### src/rtl/riscv_pkg.sv
// Shared pipeline control types: the decoded control bundle carried from E to W.
// The all-zero bundle doubles as the bubble and matches the decoder's opcode-0 encoding.
package riscv_pkg;

  localparam int ALU_CTRL_BITS = 3;

  localparam logic [1:0] RES_ALU = 2'b00;
  localparam logic [1:0] RES_MEM = 2'b01;
  localparam logic [1:0] RES_PC4 = 2'b10;

  typedef struct packed {
    logic                     RegWrite;
    logic [1:0]               ResultSrc;
    logic                     MemWrite;
    logic                     Jump;
    logic                     Branch;
    logic                     ALUSrcA;
    logic                     ALUSrcB;
    logic [ALU_CTRL_BITS-1:0] ALUControl;
    logic                     valid;
  } ctrl_t;

  localparam ctrl_t CTRL_BUBBLE = '0;

endpackage

### src/rtl/ctrl_pipe_if.sv
// Decode-side control inputs, hazard inputs and E/M/W control outputs of ctrl_pipe.
// master = decoder/hazard/datapath side, slave = ctrl_pipe.
interface ctrl_pipe_if #(
  parameter int CNT_W     = 32,
  parameter int ALUCTRL_W = 3
);
  logic                 ValidD;
  logic                 IllegalD;
  logic                 RegWriteD;
  logic [1:0]           ResultSrcD;
  logic                 MemWriteD;
  logic                 JumpD;
  logic                 BranchD;
  logic                 ALUSrcAD;
  logic                 ALUSrcBD;
  logic [ALUCTRL_W-1:0] ALUControlD;
  logic                 FlushE;
  logic                 ZeroE;
  logic                 illegal_clr;

  logic                 ALUSrcAE;
  logic                 ALUSrcBE;
  logic [ALUCTRL_W-1:0] ALUControlE;
  logic                 ResultSrcE0;
  logic                 RegWriteE;
  logic                 PCSrcE;
  logic                 RegWriteM;
  logic                 MemWriteM;
  logic [1:0]           ResultSrcM;
  logic                 RegWriteW;
  logic [1:0]           ResultSrcW;
  logic [CNT_W-1:0]     retired;
  logic                 illegal_seen;

  modport master (
    output ValidD, IllegalD, RegWriteD, ResultSrcD, MemWriteD, JumpD, BranchD,
           ALUSrcAD, ALUSrcBD, ALUControlD, FlushE, ZeroE, illegal_clr,
    input  ALUSrcAE, ALUSrcBE, ALUControlE, ResultSrcE0, RegWriteE, PCSrcE,
           RegWriteM, MemWriteM, ResultSrcM, RegWriteW, ResultSrcW, retired, illegal_seen
  );

  modport slave (
    input  ValidD, IllegalD, RegWriteD, ResultSrcD, MemWriteD, JumpD, BranchD,
           ALUSrcAD, ALUSrcBD, ALUControlD, FlushE, ZeroE, illegal_clr,
    output ALUSrcAE, ALUSrcBE, ALUControlE, ResultSrcE0, RegWriteE, PCSrcE,
           RegWriteM, MemWriteM, ResultSrcM, RegWriteW, ResultSrcW, retired, illegal_seen
  );

endinterface

### src/rtl/ctrl_stage_reg.sv
// One control pipeline register; latency 1 cycle, no backpressure.
// Synchronous flush loads a bubble; asynchronous reset clears to a bubble.
module ctrl_stage_reg
  import riscv_pkg::*;
(
  input  logic  clk,
  input  logic  rst_n,
  input  logic  flush,
  input  ctrl_t d,
  output ctrl_t q
);

  always_ff @(posedge clk or negedge rst_n) begin
    if (!rst_n) begin
      q <= CTRL_BUBBLE;
    end else if (flush) begin
      q <= CTRL_BUBBLE;
    end else begin
      q <= d;
    end
  end

endmodule

### src/rtl/ctrl_pipe.sv
// Carries decoded controls D->E->M->W (1/2/3 cycles), scrubbing invalid/illegal decodes to bubbles.
// No stalls: only FlushE can suppress an E capture; also counts retirements and flags illegal opcodes.
module ctrl_pipe
  import riscv_pkg::*;
#(
  parameter int CNT_W     = 32,
  parameter int ALUCTRL_W = 3
) (
  input  logic        clk,
  input  logic        reset_n,
  ctrl_pipe_if.slave  bus
);

  ctrl_t            d_ctrl;
  ctrl_t            e_q;
  ctrl_t            m_q;
  ctrl_t            w_q;
  logic [CNT_W-1:0] retired_q;
  logic             illegal_q;
  logic             illegal_set;
  logic             unused_w_bits;

  // The decoder's controls are only sampled for a real, legal instruction so X never enters E.
  always_comb begin
    d_ctrl = CTRL_BUBBLE;
    if (bus.ValidD && !bus.IllegalD) begin
      d_ctrl.RegWrite   = bus.RegWriteD;
      d_ctrl.ResultSrc  = bus.ResultSrcD;
      d_ctrl.MemWrite   = bus.MemWriteD;
      d_ctrl.Jump       = bus.JumpD;
      d_ctrl.Branch     = bus.BranchD;
      d_ctrl.ALUSrcA    = bus.ALUSrcAD;
      d_ctrl.ALUSrcB    = bus.ALUSrcBD;
      d_ctrl.ALUControl = ALU_CTRL_BITS'(bus.ALUControlD);
      d_ctrl.valid      = 1'b1;
    end
  end

  ctrl_stage_reg u_e (.clk(clk), .rst_n(reset_n), .flush(bus.FlushE), .d(d_ctrl), .q(e_q));
  ctrl_stage_reg u_m (.clk(clk), .rst_n(reset_n), .flush(1'b0),       .d(e_q),    .q(m_q));
  ctrl_stage_reg u_w (.clk(clk), .rst_n(reset_n), .flush(1'b0),       .d(m_q),    .q(w_q));

  always_ff @(posedge clk or negedge reset_n) begin
    if (!reset_n) begin
      retired_q <= '0;
    end else if (w_q.valid) begin
      retired_q <= retired_q + CNT_W'(1);
    end
  end

  // Set beats clear; a flushed (wrong-path) illegal decode is ignored.
  assign illegal_set = bus.ValidD & bus.IllegalD & ~bus.FlushE;

  always_ff @(posedge clk or negedge reset_n) begin
    if (!reset_n) begin
      illegal_q <= 1'b0;
    end else if (illegal_set) begin
      illegal_q <= 1'b1;
    end else if (bus.illegal_clr) begin
      illegal_q <= 1'b0;
    end
  end

  assign bus.ALUSrcAE     = e_q.ALUSrcA;
  assign bus.ALUSrcBE     = e_q.ALUSrcB;
  assign bus.ALUControlE  = ALUCTRL_W'(e_q.ALUControl);
  assign bus.ResultSrcE0  = e_q.ResultSrc[0];
  assign bus.RegWriteE    = e_q.RegWrite;
  assign bus.PCSrcE       = e_q.valid & ((e_q.Branch & bus.ZeroE) | e_q.Jump);
  assign bus.RegWriteM    = m_q.RegWrite;
  assign bus.MemWriteM    = m_q.MemWrite;
  assign bus.ResultSrcM   = m_q.ResultSrc;
  assign bus.RegWriteW    = w_q.RegWrite;
  assign bus.ResultSrcW   = w_q.ResultSrc;
  assign bus.retired      = retired_q;
  assign bus.illegal_seen = illegal_q;

  assign unused_w_bits = &{1'b0, w_q.MemWrite, w_q.Jump, w_q.Branch,
                           w_q.ALUSrcA, w_q.ALUSrcB, w_q.ALUControl};

endmodule

### src/flat_wrapper.sv
// flat-port wrapper written by rule: the top's interface ports become plain ports
module ctrl_pipe_flat import riscv_pkg::*;
#(
  parameter int CNT_W     = 32,
  parameter int ALUCTRL_W = 3
)
  (clk, reset_n, bus_ValidD, bus_IllegalD, bus_RegWriteD, bus_ResultSrcD, bus_MemWriteD, bus_JumpD, bus_BranchD, bus_ALUSrcAD, bus_ALUSrcBD, bus_ALUControlD, bus_FlushE, bus_ZeroE, bus_illegal_clr, bus_ALUSrcAE, bus_ALUSrcBE, bus_ALUControlE, bus_ResultSrcE0, bus_RegWriteE, bus_PCSrcE, bus_RegWriteM, bus_MemWriteM, bus_ResultSrcM, bus_RegWriteW, bus_ResultSrcW, bus_retired, bus_illegal_seen);
  ctrl_pipe_if #(.CNT_W(CNT_W), .ALUCTRL_W(ALUCTRL_W)) bus_i ();
  input  logic clk;
  input  logic reset_n;
  input wire logic [$bits(bus_i.ValidD)-1:0] bus_ValidD;
  input wire logic [$bits(bus_i.IllegalD)-1:0] bus_IllegalD;
  input wire logic [$bits(bus_i.RegWriteD)-1:0] bus_RegWriteD;
  input wire logic [$bits(bus_i.ResultSrcD)-1:0] bus_ResultSrcD;
  input wire logic [$bits(bus_i.MemWriteD)-1:0] bus_MemWriteD;
  input wire logic [$bits(bus_i.JumpD)-1:0] bus_JumpD;
  input wire logic [$bits(bus_i.BranchD)-1:0] bus_BranchD;
  input wire logic [$bits(bus_i.ALUSrcAD)-1:0] bus_ALUSrcAD;
  input wire logic [$bits(bus_i.ALUSrcBD)-1:0] bus_ALUSrcBD;
  input wire logic [$bits(bus_i.ALUControlD)-1:0] bus_ALUControlD;
  input wire logic [$bits(bus_i.FlushE)-1:0] bus_FlushE;
  input wire logic [$bits(bus_i.ZeroE)-1:0] bus_ZeroE;
  input wire logic [$bits(bus_i.illegal_clr)-1:0] bus_illegal_clr;
  output wire logic [$bits(bus_i.ALUSrcAE)-1:0] bus_ALUSrcAE;
  output wire logic [$bits(bus_i.ALUSrcBE)-1:0] bus_ALUSrcBE;
  output wire logic [$bits(bus_i.ALUControlE)-1:0] bus_ALUControlE;
  output wire logic [$bits(bus_i.ResultSrcE0)-1:0] bus_ResultSrcE0;
  output wire logic [$bits(bus_i.RegWriteE)-1:0] bus_RegWriteE;
  output wire logic [$bits(bus_i.PCSrcE)-1:0] bus_PCSrcE;
  output wire logic [$bits(bus_i.RegWriteM)-1:0] bus_RegWriteM;
  output wire logic [$bits(bus_i.MemWriteM)-1:0] bus_MemWriteM;
  output wire logic [$bits(bus_i.ResultSrcM)-1:0] bus_ResultSrcM;
  output wire logic [$bits(bus_i.RegWriteW)-1:0] bus_RegWriteW;
  output wire logic [$bits(bus_i.ResultSrcW)-1:0] bus_ResultSrcW;
  output wire logic [$bits(bus_i.retired)-1:0] bus_retired;
  output wire logic [$bits(bus_i.illegal_seen)-1:0] bus_illegal_seen;
  assign bus_i.ValidD = bus_ValidD;
  assign bus_i.IllegalD = bus_IllegalD;
  assign bus_i.RegWriteD = bus_RegWriteD;
  assign bus_i.ResultSrcD = bus_ResultSrcD;
  assign bus_i.MemWriteD = bus_MemWriteD;
  assign bus_i.JumpD = bus_JumpD;
  assign bus_i.BranchD = bus_BranchD;
  assign bus_i.ALUSrcAD = bus_ALUSrcAD;
  assign bus_i.ALUSrcBD = bus_ALUSrcBD;
  assign bus_i.ALUControlD = bus_ALUControlD;
  assign bus_i.FlushE = bus_FlushE;
  assign bus_i.ZeroE = bus_ZeroE;
  assign bus_i.illegal_clr = bus_illegal_clr;
  assign bus_ALUSrcAE = bus_i.ALUSrcAE;
  assign bus_ALUSrcBE = bus_i.ALUSrcBE;
  assign bus_ALUControlE = bus_i.ALUControlE;
  assign bus_ResultSrcE0 = bus_i.ResultSrcE0;
  assign bus_RegWriteE = bus_i.RegWriteE;
  assign bus_PCSrcE = bus_i.PCSrcE;
  assign bus_RegWriteM = bus_i.RegWriteM;
  assign bus_MemWriteM = bus_i.MemWriteM;
  assign bus_ResultSrcM = bus_i.ResultSrcM;
  assign bus_RegWriteW = bus_i.RegWriteW;
  assign bus_ResultSrcW = bus_i.ResultSrcW;
  assign bus_retired = bus_i.retired;
  assign bus_illegal_seen = bus_i.illegal_seen;
  ctrl_pipe #(.CNT_W(CNT_W), .ALUCTRL_W(ALUCTRL_W)) u_core (.clk(clk), .reset_n(reset_n), .bus(bus_i));
endmodule
### config.mk
export PLATFORM = sky130hd
export DESIGN_NAME = ctrl_pipe_flat
export DESIGN_NICKNAME = d
export VERILOG_FILES = /design/src/rtl/riscv_pkg.sv /design/src/rtl/ctrl_pipe_if.sv /design/src/rtl/ctrl_stage_reg.sv /design/src/rtl/ctrl_pipe.sv /design/src/flat_wrapper.sv
export SDC_FILE = /design/constraint.sdc
export NUM_CORES = 1
export LEC_CHECK = 0
export ABC_AREA = 0
export ABC_CLOCK_PERIOD_IN_PS = 1900
export BUFFER_PORTS_ARGS = -buffer_cell sky130_fd_sc_hd__buf_2
export CORE_ASPECT_RATIO = 1.5
export CORE_MARGIN = 1.5
export CORE_UTILIZATION = 50
export CTS_CLUSTER_DIAMETER = 80
export DETAILED_ROUTE_END_ITERATION = 6
export HOLD_SLACK_MARGIN = 0.05
export PLACE_DENSITY_LB_ADDON = 0.12
export SLEW_MARGIN = 20
export SYNTH_ARGS = -nofsm -noshare
export SYNTH_HDL_FRONTEND = slang
export SYNTH_SLANG_ARGS = --single-unit
### constraint.sdc
create_clock -name clk -period 1.9 [get_ports clk]
set_input_delay 0.38 -clock clk [delete_from_list [all_inputs] [get_ports clk]]
set_output_delay 0.38 -clock clk [all_outputs]
set_load 0.01 [all_outputs]
Word-level counts from Yosys, hierarchy flattened

Index checks and enable logic that the tools add are counted.

Bits in registers: 54
Input port bits: 18
Logic and storage cells: 32

$add $sub $neg: 1
Muxes and demuxes: 4
Bitwise gates (word level): 6
Reductions and logical operators: 3

Operator list:

| operator                                                        | count |
|---|---|
| 32-bit by 1-bit adder with 32-bit output, second input constant | 1 |
| 12-bit two-way mux                                              | 2 |
| 1-bit AND                                                       | 4 |
| 1-bit two-way mux                                               | 2 |
| 2-bit nonzero test                                              | 1 |
| 1-bit logical AND                                               | 1 |
| 1-bit logical NOT                                               | 1 |
| 1-bit NOT                                                       | 1 |
| 1-bit bitwise OR                                                | 1 |

Longest topological paths before layout

Gate-level depths: netlist of the first run.

Depth in word-level cells: 4
Gate-level depth with buffers: 7
Mapped depth without buffers: 5

By module

A second synthesis of the first run with hierarchy kept.

Cells, all modules: 224
Area total of the unflattened synthesis: 2944.1 um^2

By module, submodules not included:

| module         | instances | cells each | area an instance (um^2) |
|---|---|---|---|
| ctrl_pipe      | 1         | 149        | 1664.1 |
| ctrl_stage_reg | 3         | 25         | 426.7 |

Worst setup path before layout of the first run

OpenSTA, ideal clock, no wires.

Kind: register to register
Start point: reg u_core.retired_q[0] (netlist: u_core.bus.retired[0])
End point: reg u_core.retired_q[22] (netlist: u_core.bus.retired[22])
Setup time: 0.080 ns
Data arrival time: 1.461 ns
Required time: 1.820 ns
Setup slack: 0.359 ns
Cell stages (with the launch flop): 8
Buffers on the path: 2
Period minus slack after synthesis: 1.541 ns
Cells stage by stage: dfrtp_1 > ha_1 > and4_1 > buf_4 > and3_1 > buf_6 > nand4_1 > xnor2_1

Longest elaborated chain between the ends: 1

RTL lines:

| what                                     | RTL line        | text |
|---|---|---|
| from (decl)                              | ctrl_pipe.sv:18 | `logic [CNT_W-1:0] retired_q;` |
| from (signal assigned)                   | ctrl_pipe.sv:47 | `retired_q <= retired_q + CNT_W'(1);` |
| 32-bit by 1-bit adder with 32-bit output | ctrl_pipe.sv:47 |  |

Every way passes these cells.
A chain may end at the register's enable or synchronous reset.

Worst setup path in the final report of the first run

Ends and elaborated chain as after synthesis.

==> results of run 1 <==
-- routing by layer --
layer,part of all wire,GRT usage,vias up
met4,0.018,0.0592,0
met2,0.53,0.319,51
met3,0.053,0.0447,7
met5,0,0,-
li1,-,-,707
met1,0.39,0.199,742
-- critical path: stages, from the launching register on --
cell     delay, ps
dfrtp_1        410
ha_1           180
and4_1         330
and3_1         380
nand4_1        160
xnor2_1        150
-- flip-flops by register name, indices dropped and copies added, names as in the netlist --
name and cells:
u_core.u_w.q 4, u_core.u_e.q 12, u_core.bus.retired 32, u_core.u_m.q 5, u_core.bus.illegal_seen 1
-- cells in the final DEF (no fill, tap or decap) --
master          n
buf_2          65
dfrtp_1        54
xnor2_1        23
and2_1         14
nand4_1        13
and3_1          8
nand2_1         8
xor2_1          8
nand3_1         7
nor2_1          5
clkbuf_8        5
nor3_1          4
inv_1           4
and4_2          2
and4_1          2
clkinv_2        2
buf_4           2
nor3b_1         1
a21oi_1         1
nor2b_1         1
nand4_4         1
nand4_2         1
and2_0          1
mux2_2          1
nor4_4          1
nand3b_1        1
o21ai_0         1
ha_1            1
bufinv_16       1
dlygate4sd3_1   1
buf_12          1
-- per-stage QoR --
stage | cells | utilization
6_report | 286 | 0.625
5_1_grt | 286 | 0.625
4_1_cts | 286 | 0.625
3_5_place_dp | 277 | 0.597
3_3_place_gp | 277 | 0.597
2_1_floorplan | 176 | -
-- layout make-up --
cell class	instances	area [sq um]
repair buffers	69	370
multi-input cells	105	748
fillers	344	1590
clock inverters	3	40.0
flip-flops and latches	54	1350
inverters	4	15.0
clock buffers	5	68.8
well taps	46	57.6
-- repair_timing --
action / in CTS / in global routing
setup endpoints to repair: 0 / 0
endpoints found under the hold margin: 21 / 0
hold buffers: 1 / 0
-- Yosys cell counts, drive strengths merged --
library cell,number
inv,4
nand4,15
clkbuf,1
buf,12
o21ai,1
nand3b,1
and4,4
nor2b,1
nor4,1
ha,1
xor2,8
a21oi,1
nor3,4
nor3b,1
dfrtp,54
xnor2,23
nand3,7
and3,8
nand2,8
nor2,5
mux2,1
and2,15
-- cells by family after synthesis --
group / count (synthesis) / share of synthesized area
multiplexers: 1 / 0.00509
AO/OA/AOI/OAI: 2 / 0.00452
XOR/XNOR: 31 / 0.123
adder cells (fa/ha/maj): 1 / 0.00566
AND/OR/NAND/NOR: 70 / 0.200
buffers and inverters: 17 / 0.0504
flip-flops: 54 / 0.611
-- power breakdown --
group	internal (mW)	switching, mW
Clock	0.388	0.354
Sequential	1.21	0.0619
Combinational	0.103	0.105
Total	1.70	0.522
-- worst min path at each step --
stage	slack (ps)	end	start	depth (start not counted)
final	270	u_core.bus.illegal_seen$_DFFE_PN0P_	bus_illegal_clr	2
after global routing	260	u_core.bus.illegal_seen$_DFFE_PN0P_	bus_illegal_clr	2
after CTS	260	u_core.bus.illegal_seen$_DFFE_PN0P_	bus_illegal_clr	2
after detailed placement	340	u_core.u_w.q[0]$_DFF_PN0_	u_core.u_m.q[0]$_DFF_PN0_	0
after global placement	330	u_core.u_m.q[10]$_DFF_PN0_	u_core.u_e.q[10]$_DFF_PN0_	0
after floorplan	80	u_core.bus.illegal_seen$_DFFE_PN0P_	reset_n	0
==> metrics.md, run 1 <==
| Metric | Value |
|---|---|
| First-pass GRT wire length | 6620 microns |
| PD cells | 838 nW/um^2 |
| Num Clock Sinks | 54 |
| Synth warnings | 0 |
| Initial core utilization | 0.521 |
| Die area | 4840 sq um |
| Final setup fails | 0 |
| Slew headroom | 0.680 |
| Port Buffer Count | 65 |
| Hold Vio Cnt, Final | 0 |
| Nets | 258 |
| Ranking of synthesized cells by area | dfrtp_1 61%, xnor2_1 9.1%, and2_1 4.0% |
| Max Freq | 581 MHz |
| Die Wd | 57.3 microns |
| Vias in the first global route | 1482 |
| Cells after Synth | 176 |
| Worst R2R Start | u_core.bus.retired[0]$_DFFE_PN0P_ |
| Clk_lat worst skew | 300 ps |
| Status | complete, no violations |
| Wire per inst | 14.1 microns |
| Layout Skew | 5.22 ps |
| Die H | 84.4 microns |
| LEAKAGE | 1.45 nW |
| Post-synthesis sequential area ratio | 0.611 |
| RSZ-0062 raised after global routing | no |
| CP max FO | 8 |
| Vias per inst | 5.27 |
| Maxcap violations | 0 |
| Arrival @ worst endpoint | 1910 ps |
| H-tree depth | 2 |
| Netlist cell types | 28 |
| Final hold slack | 265 ps |
| Final WL | 4030 microns |
| Io pins | 66 |
| Reg2Reg Capture Point | u_core.bus.retired[22]$_DFFE_PN0P_ |
| Synth Net Count | 195 |
| Final TNS setup | 0 ps |
| Post-route ant nets | 0 |
| Layout Cell Area excl Fill | 2650 sq um |
| Worst slew pin tran | 481 ps |
| Worst Setup Start Kind | flip-flop |
| Diode count | 0 |
| Layout cells sized above 1 | 0.342 |
| Fin. max-slew vios | 0 |
| CTS Buf Count | 5 |
| Via Count | 1507 |
| CTS root buffer | clkbuf_8 |
| Deepest clock path buffer count | 2 |
| Syn Area/Cell | 12.6 sq um |
| Cell taking the most area after synthesis | dfrtp_1 |
| Post-synth top area share | 0.611 |
| Final routed DRC violation total | 0 |
| WP data required | 2090 ps |
| Fin worst setup slack | 178 ps |
| Post CTS Setup Buffer Count | 0 |
| Largest net degree at the start of global routing | 34 |
| Initial drt markers | 44 |
| Routability cong. | 0.834 |
| Row cnt | 29 |
| Core ar. | 4250 sq um |
| Total Routing Usage GR | 0.177 |
| Overall power consumption | 2.22 mW |
| Setup crit end | u_core.bus.retired[22]$_DFFE_PN0P_ |
| FF+latch count, synth | 54 |
| Worst vdd ir | 0.925 mV |
| Period utilization | 0.906 |
| Cell Area, Synth | 2210 sq um |
| Post-DP HPWL | 2930 microns |
| Minimum clock period | 1720 ps |
| Area grow syn2layout | 19.9% |
| Setup Slack @ Placement | 190 ps |
| CTS tree | done |
| WS Path Type | flip-flop to flip-flop |
| Clk pin slew, worst setup/hold paths | 90 ps |
| CTS resizes | 0 |
| Worst-case reg-to-reg path depth | 5 |
| Initial antenna violation count | 0 |
| Post-Place Cell Area | 2530 sq um |
| Grt ovf | 0 |
| Crit. End Element | flip-flop |
| CP Launch Point | u_core.bus.retired[0]$_DFFE_PN0P_ |
| Hold Path Class | primary input to flip-flop |
| DRT Pass-1 Iters | 4 |
| R2r setup slk | 180 ps |
Power figures use the tool's default switching activity.
==> inputs of run 2 (changes only) <==
- CAP_MARGIN: unset -> 20
- PLACE_DENSITY: unset -> 0.86
- PLACE_DENSITY_LB_ADDON: 0.12 -> unset
==> metrics.md, run 2 (same netlist as run 1, synthesis figures left out) <==
| Metric | Value |
|---|---|
| Hold Vio Cnt, Final | 0 (unchanged) |
| Layout Skew | 6.19 ps (+0.966 ps) |
| CTS root buffer | clkbuf_8 |
| Most common cell after layout, fill and taps aside | buf_2 |
| Routability cong. | 0.764 (-8.4%) |
| Worst-path cell chain | ha_1 > and4_1 > and3_1 > nand4_1 > xnor2_1 |
| Vias per inst | 5.08 (-3.6%) |
| Post-DP HPWL | 2880 microns (-1.7%) |
| CP Launch Point | u_core.bus.retired[0]$_DFFE_PN0P_ |
| Crit-path slowest cell | dfrtp_1 |
| Worst R2R Start | u_core.bus.retired[0]$_DFFE_PN0P_ |
| Post CTS Setup Buffer Count | 0 (unchanged) |
| Worst Setup Start Kind | flip-flop |
| Initial antenna violation count | 0 (unchanged) |
| Minimum clock period | 1550 ps (-169 ps) |
| Area grow syn2layout | 19.2% |
| Commonest cells after routing, fill and taps aside | 65 x buf_2, 54 x dfrtp_1, 23 x xnor2_1, 14 x and2_1, 13 x nand4_1 |
| Num Clock Sinks | 54 (unchanged) |
| WS Path Type | flip-flop to flip-flop |
| Largest net degree at the start of global routing | 55 (+62%) |
| Post-route ant nets | 0 (unchanged) |
| Initial drt markers | 21 (-52%) |
| Io pins | 66 (unchanged) |
| Final WL | 3890 microns (-3.6%) |
| R2r setup slk | 350 ps (+170 ps) |
| Clk_lat worst skew | 300 ps (about the same) |
| Final setup fails | 0 (unchanged) |
| RSZ-0062 raised after global routing | no |
| Arrival @ worst endpoint | 1740 ps (-170 ps) |
| Worst-case reg-to-reg path depth | 5 (unchanged) |
| Met2 Track Usage GR | 0.290 (-0.0282) |
| Grt ovf | 0 (unchanged) |
| Period utilization | 0.817 (-0.0890) |
| First-pass GRT wire length | 6770 microns (+2.3%) |
| Wire per inst | 13.6 microns (-3.6%) |
| Die Wd | 57.3 microns (unchanged) |
| CTS resizes | 0 (unchanged) |
| Total Routing Usage GR | 0.181 (+0.00439) |
| Final routed DRC violation total | 0 (unchanged) |
| Clk pin slew, worst setup/hold paths | 90 ps (about the same) |
| Setup crit end | u_core.bus.retired[22]$_DFFE_PN0P_ |
| LEAKAGE | 1.44 nW (-0.65%) |
| PD cells | 806 nW/um^2 (-3.8%) |
| GR Util met1 | 0.233 (+0.0337) |
| Vias in the first global route | 1457 (-1.7%) |
| Slew headroom | 0.794 (+0.114) |
| Port Buffer Count | 65 (unchanged) |
| Worst slew pin tran | 309 ps (-171 ps) |
| CP max stage delay | 400 ps (about the same) |
| Diode count | 0 (unchanged) |
| Crit. End Element | flip-flop |
| Deepest clock path buffer count | 2 (unchanged) |
| Die H | 84.4 microns (unchanged) |
| GR peak layer | met2 |
| CTS tree | done |
| Hold Path Class | primary input to asynchronous set/reset pin |
| Layout filler cell count | 357 (+3.8%) |
| Largest register FFs | 32 (unchanged) |
| Final hold slack | 69.6 ps (-196 ps) |
| DRT Pass-1 Iters | 4 (unchanged) |
| Core ar. | 4250 sq um (unchanged) |
| H-tree depth | 2 (unchanged) |
| CTS Buf Count | 5 (unchanged) |
| Final TNS setup | 0 ps (unchanged) |
| Fin. max-slew vios | 0 (unchanged) |
| Maxcap violations | 0 (unchanged) |
| Row cnt | 29 (unchanged) |
| Post-CTS Hold Buffers | 0 (-1) |
| Initial core utilization | 0.521 (unchanged) |
| WP data required | 2090 ps (about the same) |
| Via Count | 1452 (-3.6%) |
| Layout cells sized above 1 | 0.346 (+0.00417) |
| Max Freq | 644 MHz (+11%) |
| Die area | 4840 sq um (unchanged) |
| CP max FO | 8 (unchanged) |
| Reg2Reg Capture Point | u_core.bus.retired[22]$_DFFE_PN0P_ |
| Nets | 258 (unchanged) |
| Status | complete, no violations |
| Met3 Resource Use GR | 0.0447 (unchanged) |
| Worst vdd ir | 0.604 mV (-35%) |
-- run 2: cell type report --
class                      count  area, sq um  area share
multi-input combinational    105          748       0.284
sequential                    54         1350       0.513
timing repair buffer          69          368       0.140
inverter                       4         15.0     0.00570
clock buffer                   6         82.6      0.0313
clock inverter                 2         12.5     0.00475
tap                           46         57.6      0.0218
-- run 2: critical path: cells and delay by family, from the launching register on --
| kind | cells | cell delay, ps |
|---|---|---|
| xor+xnor | 1 | 150 |
| fa+ha+maj | 1 | 180 |
| flops | 1 | 400 |
| simple gates | 3 | 720 |
-- run 2: how the worst min path moves through the flow --
stage                                          start                                  end  slack, ps  depth (start not counted)
after floorplan                              reset_n  u_core.bus.illegal_seen$_DFFE_PN0P_         80                          0
after global placement    u_core.u_e.q[10]$_DFF_PN0_           u_core.u_m.q[10]$_DFF_PN0_        330                          0
after detailed placement   u_core.u_m.q[0]$_DFF_PN0_            u_core.u_w.q[0]$_DFF_PN0_        340                          0
after CTS                                    reset_n   u_core.bus.retired[11]$_DFFE_PN0P_         80                          2
after global routing                         reset_n    u_core.bus.retired[0]$_DFFE_PN0P_         90                          2
final                                        reset_n    u_core.bus.retired[7]$_DFFE_PN0P_         70                          2
-- run 2: metal layers --
layer,up-vias,part of all wire
met5,-,0
met4,0,0.021
met3,7,0.047
met2,35,0.52
met1,697,0.41
li1,713,-
-- run 2: per-stage QoR --
stage               cells  area (sq um)  setup slack [ps]  power (mW)   util
floorplan             176          2210               359        1.39      -
global route          286          2640               206        2.23  0.621
detailed placement    278          2540               350        1.51  0.598
finish                286          2640               347        2.12  0.621
global placement      278          2540               400        1.50  0.598
CTS                   286          2640               321        2.16  0.621
-- run 2: power by group --
| group | switching, mW | leakage, nW | total (mW) | internal (mW) |
|---|---|---|---|---|
| clock | 0.349 | 0.0472 | 0.642 | 0.293 |
| combinational | 0.108 | 0.652 | 0.210 | 0.102 |
| sequential | 0.0625 | 0.740 | 1.27 | 1.21 |
| total | 0.520 | 1.44 | 2.12 | 1.60 |
